===== src/rtl/noc_pkg.sv =====
// rtl/noc_pkg.sv - shared FSM encodings and head-flit field layout for the NI bridge
package noc_pkg;

    typedef enum logic [1:0] {
        TX_IDLE = 2'd0,
        TX_HEAD = 2'd1,
        TX_BODY = 2'd2
    } tx_state_e;

    typedef enum logic {
        RX_WAIT_HEAD = 1'b0,
        RX_WAIT_BODY = 1'b1
    } rx_state_e;

    // Head flit: flag in the MSB, dest in the low NODE_W bits, src directly above it.
    localparam int HEAD_DEST_LSB = 0;

    function automatic int head_src_lsb(input int node_w);
        return node_w;
    endfunction

endpackage


===== src/rtl/ni_fifo.sv =====
// rtl/ni_fifo.sv - synchronous power-of-two FIFO with registered occupancy count
module ni_fifo #(
    parameter int WIDTH = 8,
    parameter int DEPTH = 4
) (
    input  logic                     clk,
    input  logic                     rst,
    input  logic                     push,
    input  logic [WIDTH-1:0]         wdata,
    input  logic                     pop,
    output logic [WIDTH-1:0]         rdata,
    output logic [$clog2(DEPTH):0]   count,
    output logic                     full,
    output logic                     empty
);
    localparam int AW = $clog2(DEPTH);
    localparam logic [AW:0] FULL_CNT = (AW+1)'(DEPTH);

    logic [WIDTH-1:0] mem_q [DEPTH];
    logic [AW-1:0]    wr_ptr_q, rd_ptr_q;
    logic [AW:0]      count_q, count_d;
    logic             do_push, do_pop;

    assign full    = (count_q == FULL_CNT);
    assign empty   = (count_q == '0);
    assign do_push = push & ~full;
    assign do_pop  = pop & ~empty;
    assign rdata   = mem_q[rd_ptr_q];
    assign count   = count_q;

    always_comb begin
        count_d = count_q;
        case ({do_push, do_pop})
            2'b10:   count_d = count_q + 1'b1;
            2'b01:   count_d = count_q - 1'b1;
            default: count_d = count_q;
        endcase
    end

    always_ff @(posedge clk) begin
        if (rst) begin
            wr_ptr_q <= '0;
            rd_ptr_q <= '0;
            count_q  <= '0;
        end else begin
            if (do_push) wr_ptr_q <= wr_ptr_q + 1'b1;
            if (do_pop)  rd_ptr_q <= rd_ptr_q + 1'b1;
            count_q <= count_d;
        end
    end

    // Storage carries no reset; occupancy is tracked by the pointers and count.
    always_ff @(posedge clk) begin
        if (do_push) mem_q[wr_ptr_q] <= wdata;
    end

endmodule


===== src/rtl/proc_ni_bridge.sv =====
// rtl/proc_ni_bridge.sv - processor-to-NoC bridge: word to head/body flit pairs and back
module proc_ni_bridge
    import noc_pkg::*;
#(
    parameter int DATA_W   = 32,
    parameter int NODE_W   = 2,
    parameter int NODE_ID  = 0,
    parameter int TX_DEPTH = 4,
    parameter int RX_DEPTH = 4
) (
    input  logic                        clk,
    input  logic                        rst,
    input  logic                        proc_valid,
    input  logic [NODE_W-1:0]           proc_dest,
    input  logic [DATA_W-1:0]           proc_data,
    output logic                        proc_ready,
    output logic [DATA_W:0]             flit_out,
    output logic                        flit_out_valid,
    input  logic                        flit_out_ready,
    input  logic [DATA_W:0]             flit_in,
    input  logic                        flit_in_valid,
    output logic                        flit_in_ready,
    output logic                        rx_valid,
    output logic [DATA_W-1:0]           rx_data,
    output logic [NODE_W-1:0]           rx_src,
    input  logic                        rx_pop,
    output logic [$clog2(TX_DEPTH):0]   tx_count,
    output logic [$clog2(RX_DEPTH):0]   rx_count,
    output logic                        drop_err
);
    localparam int EW      = NODE_W + DATA_W;
    localparam int TCW     = $clog2(TX_DEPTH) + 1;
    localparam int SRC_LSB = head_src_lsb(NODE_W);
    localparam int PAD_W   = DATA_W - 2*NODE_W;
    localparam logic [NODE_W-1:0] MY_ID = NODE_W'(NODE_ID);

    // ---------------- transmit path ----------------
    tx_state_e         tx_state_q, tx_state_d;
    logic              tx_push, tx_pop, tx_full, tx_empty;
    logic [EW-1:0]     tx_rdata;
    logic [NODE_W-1:0] tx_dest;
    logic [DATA_W-1:0] tx_data;

    assign proc_ready = ~tx_full;
    assign tx_push    = proc_valid & proc_ready;
    assign tx_dest    = tx_rdata[EW-1 -: NODE_W];
    assign tx_data    = tx_rdata[DATA_W-1:0];

    ni_fifo #(.WIDTH(EW), .DEPTH(TX_DEPTH)) u_tx_fifo (
        .clk   (clk),
        .rst   (rst),
        .push  (tx_push),
        .wdata ({proc_dest, proc_data}),
        .pop   (tx_pop),
        .rdata (tx_rdata),
        .count (tx_count),
        .full  (tx_full),
        .empty (tx_empty)
    );

    // An entry being written this cycle already counts as pending so the head follows next cycle.
    always_comb begin
        tx_state_d     = tx_state_q;
        tx_pop         = 1'b0;
        flit_out_valid = 1'b0;
        flit_out       = '0;
        case (tx_state_q)
            TX_IDLE: begin
                if (!tx_empty || tx_push) tx_state_d = TX_HEAD;
            end
            TX_HEAD: begin
                flit_out_valid = 1'b1;
                flit_out       = {1'b1, {PAD_W{1'b0}}, MY_ID, tx_dest};
                if (flit_out_ready) tx_state_d = TX_BODY;
            end
            TX_BODY: begin
                flit_out_valid = 1'b1;
                flit_out       = {1'b0, tx_data};
                if (flit_out_ready) begin
                    tx_pop     = 1'b1;
                    tx_state_d = (tx_count > TCW'(1) || tx_push) ? TX_HEAD : TX_IDLE;
                end
            end
            default: tx_state_d = TX_IDLE;
        endcase
    end

    always_ff @(posedge clk) begin
        if (rst) tx_state_q <= TX_IDLE;
        else     tx_state_q <= tx_state_d;
    end

    // ---------------- receive path ----------------
    rx_state_e         rx_state_q, rx_state_d;
    logic [NODE_W-1:0] src_q, src_d;
    logic              discard_q, discard_d;
    logic              drop_err_q, drop_set;
    logic              rx_push, rx_full, rx_empty, in_accept, in_is_head, dest_bad;
    logic [EW-1:0]     rx_rdata;

    assign flit_in_ready = (rx_state_q == RX_WAIT_HEAD) || !rx_full;
    assign in_accept     = flit_in_valid & flit_in_ready;
    assign in_is_head    = flit_in[DATA_W];
    assign dest_bad      = (flit_in[HEAD_DEST_LSB +: NODE_W] != MY_ID);

    ni_fifo #(.WIDTH(EW), .DEPTH(RX_DEPTH)) u_rx_fifo (
        .clk   (clk),
        .rst   (rst),
        .push  (rx_push),
        .wdata ({src_q, flit_in[DATA_W-1:0]}),
        .pop   (rx_pop),
        .rdata (rx_rdata),
        .count (rx_count),
        .full  (rx_full),
        .empty (rx_empty)
    );

    assign rx_valid = ~rx_empty;
    assign rx_src   = rx_rdata[EW-1 -: NODE_W];
    assign rx_data  = rx_rdata[DATA_W-1:0];
    assign drop_err = drop_err_q;

    // A misaddressed head still opens a packet, flagged so its body is swallowed.
    always_comb begin
        rx_state_d = rx_state_q;
        src_d      = src_q;
        discard_d  = discard_q;
        drop_set   = 1'b0;
        rx_push    = 1'b0;
        if (in_accept) begin
            if (in_is_head) begin
                src_d      = flit_in[SRC_LSB +: NODE_W];
                discard_d  = dest_bad;
                drop_set   = dest_bad || (rx_state_q == RX_WAIT_BODY);
                rx_state_d = RX_WAIT_BODY;
            end else if (rx_state_q == RX_WAIT_BODY) begin
                rx_push    = ~discard_q;
                rx_state_d = RX_WAIT_HEAD;
            end else begin
                drop_set   = 1'b1;
            end
        end
    end

    always_ff @(posedge clk) begin
        if (rst) begin
            rx_state_q <= RX_WAIT_HEAD;
            src_q      <= '0;
            discard_q  <= 1'b0;
            drop_err_q <= 1'b0;
        end else begin
            rx_state_q <= rx_state_d;
            src_q      <= src_d;
            discard_q  <= discard_d;
            drop_err_q <= drop_err_q | drop_set;
        end
    end

endmodule


===== config.mk =====
export PLATFORM = sky130hd
export DESIGN_NAME = proc_ni_bridge
export DESIGN_NICKNAME = d
export VERILOG_FILES = /design/src/rtl/noc_pkg.sv /design/src/rtl/ni_fifo.sv /design/src/rtl/proc_ni_bridge.sv
export SDC_FILE = /design/constraint.sdc
export NUM_CORES = 1
export LEC_CHECK = 0
export ABC_AREA = 1
export CAP_MARGIN = 20
export CORE_MARGIN = 2
export CORE_UTILIZATION = 46
export DETAILED_ROUTE_END_ITERATION = 12
export PLACE_DENSITY = 0.81
export SLEW_MARGIN = 15
export SYNTH_ARGS = -nofsm -noshare
export SYNTH_HDL_FRONTEND = slang
export SYNTH_SLANG_ARGS = --single-unit

===== constraint.sdc =====
create_clock -name clk -period 3.2 [get_ports clk]
set_input_delay 0.8 -clock clk [delete_from_list [all_inputs] [get_ports clk]]
set_output_delay 0.8 -clock clk [all_outputs]
set_load 0.01 [all_outputs]

# Word level (Yosys, flattened, before mapping)
# Memory sizes are Yosys's and may differ from the RTL's. A register that Yosys moved wholly into a read port is not among the register bits.
# Cells that the tools add are included.
dict set report word_totals {
  wordCells 87
  mem_count 2
  ram_bits 272
  output_inout_bits 78
  reg_bits 21
}
dict set report op_classes {
  eq_ne 11
  n_addsub 8
  muxes 26
  bitwise 13
  order_cmp 1
  n_reduce_logical 15
}
# name depth word_bits read_ports rd_ports_with_merged_regs write_ports line
set mem_list {}
lappend mem_list {u_rx_fifo.mem_q 4 34 1 1 1 ni_fifo.sv:19} ;# logic [WIDTH-1:0] mem_q [DEPTH];
lappend mem_list {u_tx_fifo.mem_q 4 34 1 1 1 ni_fifo.sv:19}
# cell n
set op_table {}
lappend op_table {{$pmux 33 s2} 1}
lappend op_table {{$mux 1} 15}
lappend op_table {{$mux 2} 7}
lappend op_table {{$pmux 3 s2} 2}
lappend op_table {{$add 2x1->2 const B} 4}
lappend op_table {{$add 3x1->3 const B} 2}
lappend op_table {{$and 1x1->1} 6}
lappend op_table {{$eq 2x1->1 const B} 3}
lappend op_table {{$eq 2x2->1 const B} 3}
lappend op_table {{$eq 3x3->1 const B} 2}
lappend op_table {{$logic_not 3->1} 2}
lappend op_table {{$ne 2x2->1 const B} 3}
lappend op_table {{$not 1->1} 6}
lappend op_table {{$pmux 2 s3} 1}
lappend op_table {{$reduce_bool 2->1} 3}
lappend op_table {{$sub 3x1->3 const B} 2}
lappend op_table {{$logic_or 1x1->1} 4}
lappend op_table {{$gt 3x1->1 const B} 1}
lappend op_table {{$reduce_and 3->1} 1}
lappend op_table {{$logic_not 1->1} 2}
lappend op_table {{$logic_not 2->1} 1}
lappend op_table {{$reduce_and 2->1} 1}
lappend op_table {{$reduce_or 2->1} 1}
lappend op_table {{$or 1x1->1} 1}

# Depth between registers and ports, before layout
# Gate-level depths: netlist of the first run.
dict set report logic_depth {
  word_depth 8
  ltp_mapped 12
  ltp_nobuf 12
}

# Hierarchy
# Synthesis of the first run repeated with hierarchy kept, for this count alone.
dict set report unflattened {
  hier_cells 932
  area_unflattened_um2 11788.8
}
# mod n_inst cells_each area_each_um2
set by_module_without_submodules {}
lappend by_module_without_submodules {ni_fifo 2 399 5524.0}
lappend by_module_without_submodules {proc_ni_bridge 1 134 740.7}

# Worst setup path after synthesis of the first run
# OpenSTA, ideal clock, no wires.
dict set report synth_path {
  path_type {input -> register}
  from {in flit_in[32]}
  to {mem u_rx_fifo.mem_q[1][0] (netlist name) (enable)}
  n_path_buf 0
  path_stages 4
  setup_ps 425
  slack_ps 5
  arrival_ps 2770
  path_cell_list {or2_4 nor3_4 inv_2 nor2_1}
}
dict set report synth_between {
  elab_chain_len 5
}
# element line
set synth_lines {}
lappend synth_lines {{from (decl)} proc_ni_bridge.sv:20} ;# input logic [DATA_W:0] flit_in,
lappend synth_lines {{$mux 1} proc_ni_bridge.sv:131} ;# if (in_is_head) begin
lappend synth_lines {{$mux 1} proc_ni_bridge.sv:130} ;# if (in_accept) begin
lappend synth_lines {{$and 1x1->1} ni_fifo.sv:26} ;# assign do_push = push & ~full;
lappend synth_lines {{$mux 1} ni_fifo.sv:54} ;# if (do_push) mem_q[wr_ptr_q] <= wdata;
lappend synth_lines {{$mux 1 (implied by the code)} ni_fifo.sv:54}
lappend synth_lines {{to (decl)} ni_fifo.sv:19}
# No other way between the ends.

# Worst setup path after layout of the first run
dict set report layout_path {
  from {reg tx_state_q[1]}
  to {out flit_out[31]}
}
dict set report layout_between {
  elab_chain_len 2
}
# element line
set layout_lines {}
lappend layout_lines {{from (decl)} proc_ni_bridge.sv:38} ;# tx_state_e tx_state_q, tx_state_d;
lappend layout_lines {{from (signal assigned)} proc_ni_bridge.sv:90} ;# else tx_state_q <= tx_state_d;
lappend layout_lines {{$eq 2x2->1 or $eq 2x1->1 (tied branches)} proc_ni_bridge.sv:67} ;# case (tx_state_q)
lappend layout_lines {{$pmux 33 s2 (*)} proc_ni_bridge.sv:67}
lappend layout_lines {{to (decl)} proc_ni_bridge.sv:17} ;# output logic [DATA_W:0] flit_out,
# Mark *: on every way between the ends. The rest lies on a longest branch, timed or not.

==> results.sh, run 1 <==
export IMPL_core_area_um2=25000
export IMPL_dieArea_um2=26600
export IMPL_endpoint="flit_out[31]"
export IMPL_layout_nets=1163
export IMPL_max_slew_margin_rel=0.704
export IMPL_cts_sinks=297
export IMPL_finalSetupViolCount=0
export IMPL_clock_latency_ps=550
export IMPL_yosysSeqAreaShare=0.744
export IMPL_setup_slack_ps=67.0
export IMPL_syn_mean_instance_area_um2=12.8
export IMPL_syn_nets=1004
export IMPL_crit_arrival_ps=2330
export IMPL_die_h_um=163
export IMPL_netlist_instances=911
export IMPL_crit_fanout=31
export IMPL_fp_dieW_um=163
export IMPL_grt_usage=0.183
export IMPL_antenna_left=0
export IMPL_ys_warn_count=0
export IMPL_finClkSkew_ps=13.8
export IMPL_overflow=0
export IMPL_drt_iter0_markers=456
export IMPL_routed_wl_um=24700
export IMPL_start_kind="flop"
export IMPL_clockRootBuffer="clkbuf_16"
export IMPL_hold_violations=0
export IMPL_clk_pin_slew_ps=60
export IMPL_cts_tree="built"
export IMPL_reg2reg_from="u_tx_fifo.count[0]"
export IMPL_finalCritPeriodShare=0.979
export IMPL_syn2layout_area_growth_pct=26.0
export IMPL_max_freq_ghz=0.319
export IMPL_outcome="finished clean"
export IMPL_layout_common_cells="edfxtp_1 (272), nor2_1 (211), clkdlybuf4s50_1 (137), o21ai_0 (135), a21oi_1 (52)"
export IMPL_hpwl_um=15100
export IMPL_rows=58
export IMPL_cts_buffers=30
export IMPL_pre_cts_ws_ps=339
export IMPL_wl_per_cell_um=17.4
export IMPL_worst_hold_path_type="reg2reg"
export IMPL_setup_tns_ps=0
export IMPL_p_per_area_nw_per_um2=592
export IMPL_critPathLaunch="tx_state_q[1]"
export IMPL_utilization=0.587
export IMPL_htreeDepth=1
export IMPL_antenna_found_initial=1
export IMPL_drc=0
export IMPL_io_pins=151
export IMPL_drtPass1Iterations=5
export IMPL_portBuffers=150
export IMPL_slew_violations=0
export IMPL_antenna_cells=0
export IMPL_ctsHoldBuffers=0
export IMPL_leakage_nw=5.16
export IMPL_irDropWorstVdd_mv=0.419
export IMPL_start_util=0.465
export IMPL_syn_area_um2=11700
export IMPL_clockBufferDepth=3
export IMPL_worstMarginPinSlew_ps=444
export IMPL_grt_pass1_vias=7407
export IMPL_rr_worst_depth=10
export IMPL_grt_max_degree=69
export IMPL_routabilityCongestion=0.735
export IMPL_yosys_cell_types_count=25
export IMPL_layout_drive_gt1_share=0.0814
export IMPL_mostFrequentLayoutCell="edfxtp_1"
export IMPL_fin_crit_ps=3130
export IMPL_vias=7443
export IMPL_r2r_slack_ps=1160
export IMPL_required_ps=2400
export IMPL_viasPerCell=5.23
export IMPL_ys_ff_latch=297
export IMPL_worstSetupPathType="reg2out"
export IMPL_grt_first_pass_wirelength_um=38300
export IMPL_end_kind="output pin"
export IMPL_drv_cap=0
export IMPL_r2r_end="u_tx_fifo.count[2]"
==> worst max-delay path, cell delays in order, from the launching register on <==
cell             delay (ps)
dfxtp_2                 360
inv_1                   110
ha_4                    300
nand2_1                  80
buf_12                  170
a21oi_1                 170
clkdlybuf4s50_1         580
==> power by group <==
group	switching [mW]	leakage (nW)	internal [mW]
registers	0.0570	2.68	4.37
logic	0.578	2.04	0.468
clock network	1.38	0.434	1.84
==> per-layer routing <==
layer	vias to the layer above	wire length [um]	track usage
met1	3589	10000	0.229
met4	2	466	0.0410
li1	3588	-	-
met2	230	12300	0.324
met5	-	13	0
met3	34	1880	0.0414
==> final cells by class <==
cell class,instances,area [um^2]
clock buffer,40,810
clock inverter,15,97.6
fill,1924,10400
inverter,41,161
multi-input combinational,523,2640
sequential,297,8680
tap,330,413
timing repair buffer,177,1890
==> cells in the mapped netlist, drive strengths merged <==
cell	n	area (um^2)
edfxtp	272	8170
nor2	219	822
o21ai	151	756
a21oi	52	260
inv	41	156
o22ai	38	238
buf	29	196
dfxtp	25	500
nand2	25	93.8
clkbuf	21	80.1
ha	19	238
nand3	7	40.0
nand4	7	43.8
and2	1	6.26
fa	1	20.0
nor3	1	16.3
or2	1	8.76
xor2	1	8.76
==> flip-flops by register name, indices dropped and copies added (netlist names), 2 cells and up, named ones only <==
register and count:
u_rx_fifo.rd_ptr_q 2, u_rx_fifo.mem_q 136, u_tx_fifo.wr_ptr_q 2, u_rx_fifo.count 3, src_q 2, tx_state_q 2, u_rx_fifo.wr_ptr_q 2, u_tx_fifo.rd_ptr_q 2
u_tx_fifo.mem_q 136, u_tx_fifo.count 3
==> kinds of logic after synthesis <==
family / share of synthesized area
AND/OR/NAND/NOR: 0.0885
AO/OA/AOI/OAI: 0.108
buffers and inverters: 0.0372
flip-flops: 0.744
XOR/XNOR: 0.000752
adder cells (fa/ha/maj): 0.0221
==> worst min-delay path by stage <==
stage | startpoint | to | slack (ps) | depth (start not counted)
after floorplan | u_rx_fifo.rd_ptr_q[1] | flop | 430 | 2
after global placement | drop_err | drop_err | 440 | 2
after detailed placement | u_rx_fifo.rd_ptr_q[1] | flop | 450 | 2
after CTS | u_tx_fifo.rd_ptr_q[1] | flop | 460 | 2
after global routing | u_rx_fifo.rd_ptr_q[1] | u_rx_fifo.rd_ptr_q[1] | 480 | 2
final | u_tx_fifo.rd_ptr_q[1] | flop | 460 | 2
==> what timing repair did <==
action,in CTS,in global routing
endpoints found under the setup margin,32,48
resized for setup,14,19
setup buffers,0,3
==> metrics by stage <==
stage	instances	power, mW	area (um^2)	hold slack (ps)
after detailed placement	1365	5.51	13700	455
final	1423	8.69	14700	459
after global placement	1365	5.48	13700	436
after CTS	1420	8.73	14600	459
after floorplan	911	5.01	11700	433
after global routing	1423	9.02	14700	478
No activity file was read; power rests on OpenSTA's default activity.
==> run 2: changes to the inputs <==
--- a/config.mk
+++ b/config.mk
@@ -9,7 +9,9 @@
 export CAP_MARGIN = 20
 export CORE_MARGIN = 2
 export CORE_UTILIZATION = 46
+export CTS_BUF_LIST = sky130_fd_sc_hd__clkbuf_2
 export DETAILED_ROUTE_END_ITERATION = 12
+export GPL_TIMING_DRIVEN = 1
 export PLACE_DENSITY = 0.81
 export SLEW_MARGIN = 15
 export SYNTH_ARGS = -nofsm -noshare
==> run 2 against run 1 <==
  * Cell count is 6.2% higher
  * Clock power decreased by 19%
  * Wire length increased by 7.0%
  * Global-route usage is 0.93 points higher
  * Clock skew up 65 ps
  * Largest power group unchanged
  * Combinational power increased by 4%
  * Count of clock-buffer cells in the layout rose by 68
  * Largest cell class unchanged
  * Fmax is 1.9% higher
  * Critical path type unchanged
  * Design area hardly changed
==> results.sh, run 2 (same netlist as run 1, synthesis figures left out) <==
export IMPL_outcome="finished clean"
export IMPL_drtPass1Iterations=4
export IMPL_rsz0062_at_grt="true"
export IMPL_start_util=0.465
export IMPL_setup_tns_ps=0
export IMPL_antenna_cells=0
export IMPL_leakage_nw=5.49
export IMPL_core_area_um2=25000
export IMPL_layout_nets=1215
export IMPL_clk_pin_slew_ps=100
export IMPL_layout_common_cells="edfxtp_1 (272), nor2_1 (211), o21ai_0 (133), clkbuf_2 (117), clkdlybuf4s50_1 (84)"
export IMPL_end_kind="output pin"
export IMPL_hold_violations=0
export IMPL_die_h_um=163
export IMPL_fin_crit_ps=3070
export IMPL_slew_violations=0
export IMPL_cp_slowest_cell="dfxtp_4"
export IMPL_drc=0
export IMPL_worstMarginPinSlew_ps=429
export IMPL_worst_hold_path_type="reg2reg"
export IMPL_portBuffers=150
export IMPL_antenna_found_initial=1
export IMPL_fill_cells=1943
export IMPL_slowest_delay_ps=480
export IMPL_crit_path_cell_trace="buf_4 > buf_4 > nor2_1 > nor2_1 > o21ai_0 > a21oi_1 > clkdlybuf4s15_1"
export IMPL_wl_per_cell_um=17.5
export IMPL_hold_slack_ps=467
export IMPL_clockBufferDepth=3
export IMPL_finalPower_mw=8.14
export IMPL_clock_latency_ps=840
export IMPL_viasPerCell=5.23
export IMPL_max_slew_margin_rel=0.713
export IMPL_required_ps=2400
export IMPL_worstSetupPathType="reg2out"
export IMPL_grt_usage=0.192
export IMPL_layout_drive_gt1_share=0.162
export IMPL_grt_pass1_vias=7917
export IMPL_reg_top3="u_rx_fifo.mem_q (136), u_tx_fifo.mem_q (136)"
export IMPL_placed_cells=1365
export IMPL_overflow=0
export IMPL_routed_wl_um=26400
export IMPL_fp_dieW_um=163
export IMPL_max_freq_ghz=0.325
export IMPL_drt_iter0_markers=618
export IMPL_io_pins=151
export IMPL_mostFrequentLayoutCell="edfxtp_1"
export IMPL_antenna_left=0
export IMPL_htreeDepth=3
export IMPL_utilization=0.586
export IMPL_rows=58
export IMPL_cts_sinks=297
export IMPL_syn2layout_area_growth_pct=25.9
export IMPL_grt_first_pass_wirelength_um=39700
export IMPL_cts_tree="built"
export IMPL_dieArea_um2=26600
export IMPL_hpwl_um=15100
export IMPL_crit_arrival_ps=2270
export IMPL_p_per_area_nw_per_um2=555
export IMPL_grt_max_degree=35
export IMPL_cts_buffers=73
export IMPL_irDropWorstVdd_mv=0.317
export IMPL_finalSetupViolCount=0
export IMPL_finalCritPeriodShare=0.961
export IMPL_vias=7907
export IMPL_routabilityCongestion=0.735
export IMPL_start_kind="flop"
export IMPL_final_cells=1511
export IMPL_crit_fanout=8
export IMPL_finClkSkew_ps=79.1
export IMPL_drv_cap=0
export IMPL_clockRootBuffer="clkbuf_2"
-- run 2: cell count changes in the layout (fill, tap and decap cells not counted), moves of 3 or more --
cell	before	now
clkinv_1	9	18
clkdlybuf4s15_1	0	4
buf_12	13	17
dlymetal6s2s_1	8	19
clkbuf_2	0	117
clkbuf_16	31	2
dfxtp_2	4	1
clkdlybuf4s50_1	137	84
dfxtp_4	1	4
clkbuf_1	9	0
dlygate4sd2_1	5	33
-- run 2: final timing paths --
kind	startpoint	endpoint	slack [ps]	cells after the start
max	flop	flit_out[7]	130	7
min	u_rx_fifo.rd_ptr_q[1]	u_rx_fifo.rd_ptr_q[1]	470	2
max reg2reg	u_tx_fifo.count[0]	u_tx_fifo.count[2]	1140	10
min reg2reg	u_rx_fifo.rd_ptr_q[1]	u_rx_fifo.rd_ptr_q[1]	470	2
-- run 2: metal layers --
layer  track usage  vias up  routed length (um)
li1              -     3755                   -
met1         0.225     3767               10200
met2         0.337      330               13600
met3        0.0551       53                2150
met4        0.0688        2                 514
met5             0        -                  16
-- run 2: area by class of cell --
cell class | count | area, um^2 | area share
sequential | 297 | 8680 | 0.592
multi-input combinational | 523 | 2650 | 0.180
timing repair buffer | 186 | 2030 | 0.138
clock buffer | 108 | 541 | 0.0368
tap | 330 | 413 | 0.0281
clock inverter | 26 | 185 | 0.0126
inverter | 41 | 174 | 0.0119
-- run 2: what timing repair did --
action / in CTS / in global routing
resized for setup: 78 / 60
pin swaps: 0 / 3
buffers inserted: 1 / 8
cloned: 1 / 2
hold buffers: 0 / 0
setup endpoints to repair: 66 / 51
-- run 2: stage by stage --
stage          area, um^2  worst slack [ps]
3_3_place_gp        13700               393
3_5_place_dp        13700               339
6_report            14700               126
2_1_floorplan       11700              5.13
5_1_grt             14700             -65.0
4_1_cts             14500              6.46
-- run 2: power breakdown --
| part | internal, mW | switching, mW | leakage (nW) |
|---|---|---|---|
| clock network | 1.15 | 1.47 | 0.535 |
| registers | 4.36 | 0.0608 | 2.68 |
| logic | 0.480 | 0.613 | 2.27 |
| total | 5.99 | 2.15 | 5.49 |
-- run 2: worst max-delay path: cells and delay by family (launching register included) --
kind / cells / cell delay (ps)
compound gates: 2 / 340
buf+inv: 3 / 520
flops: 1 / 480
simple gates: 2 / 160
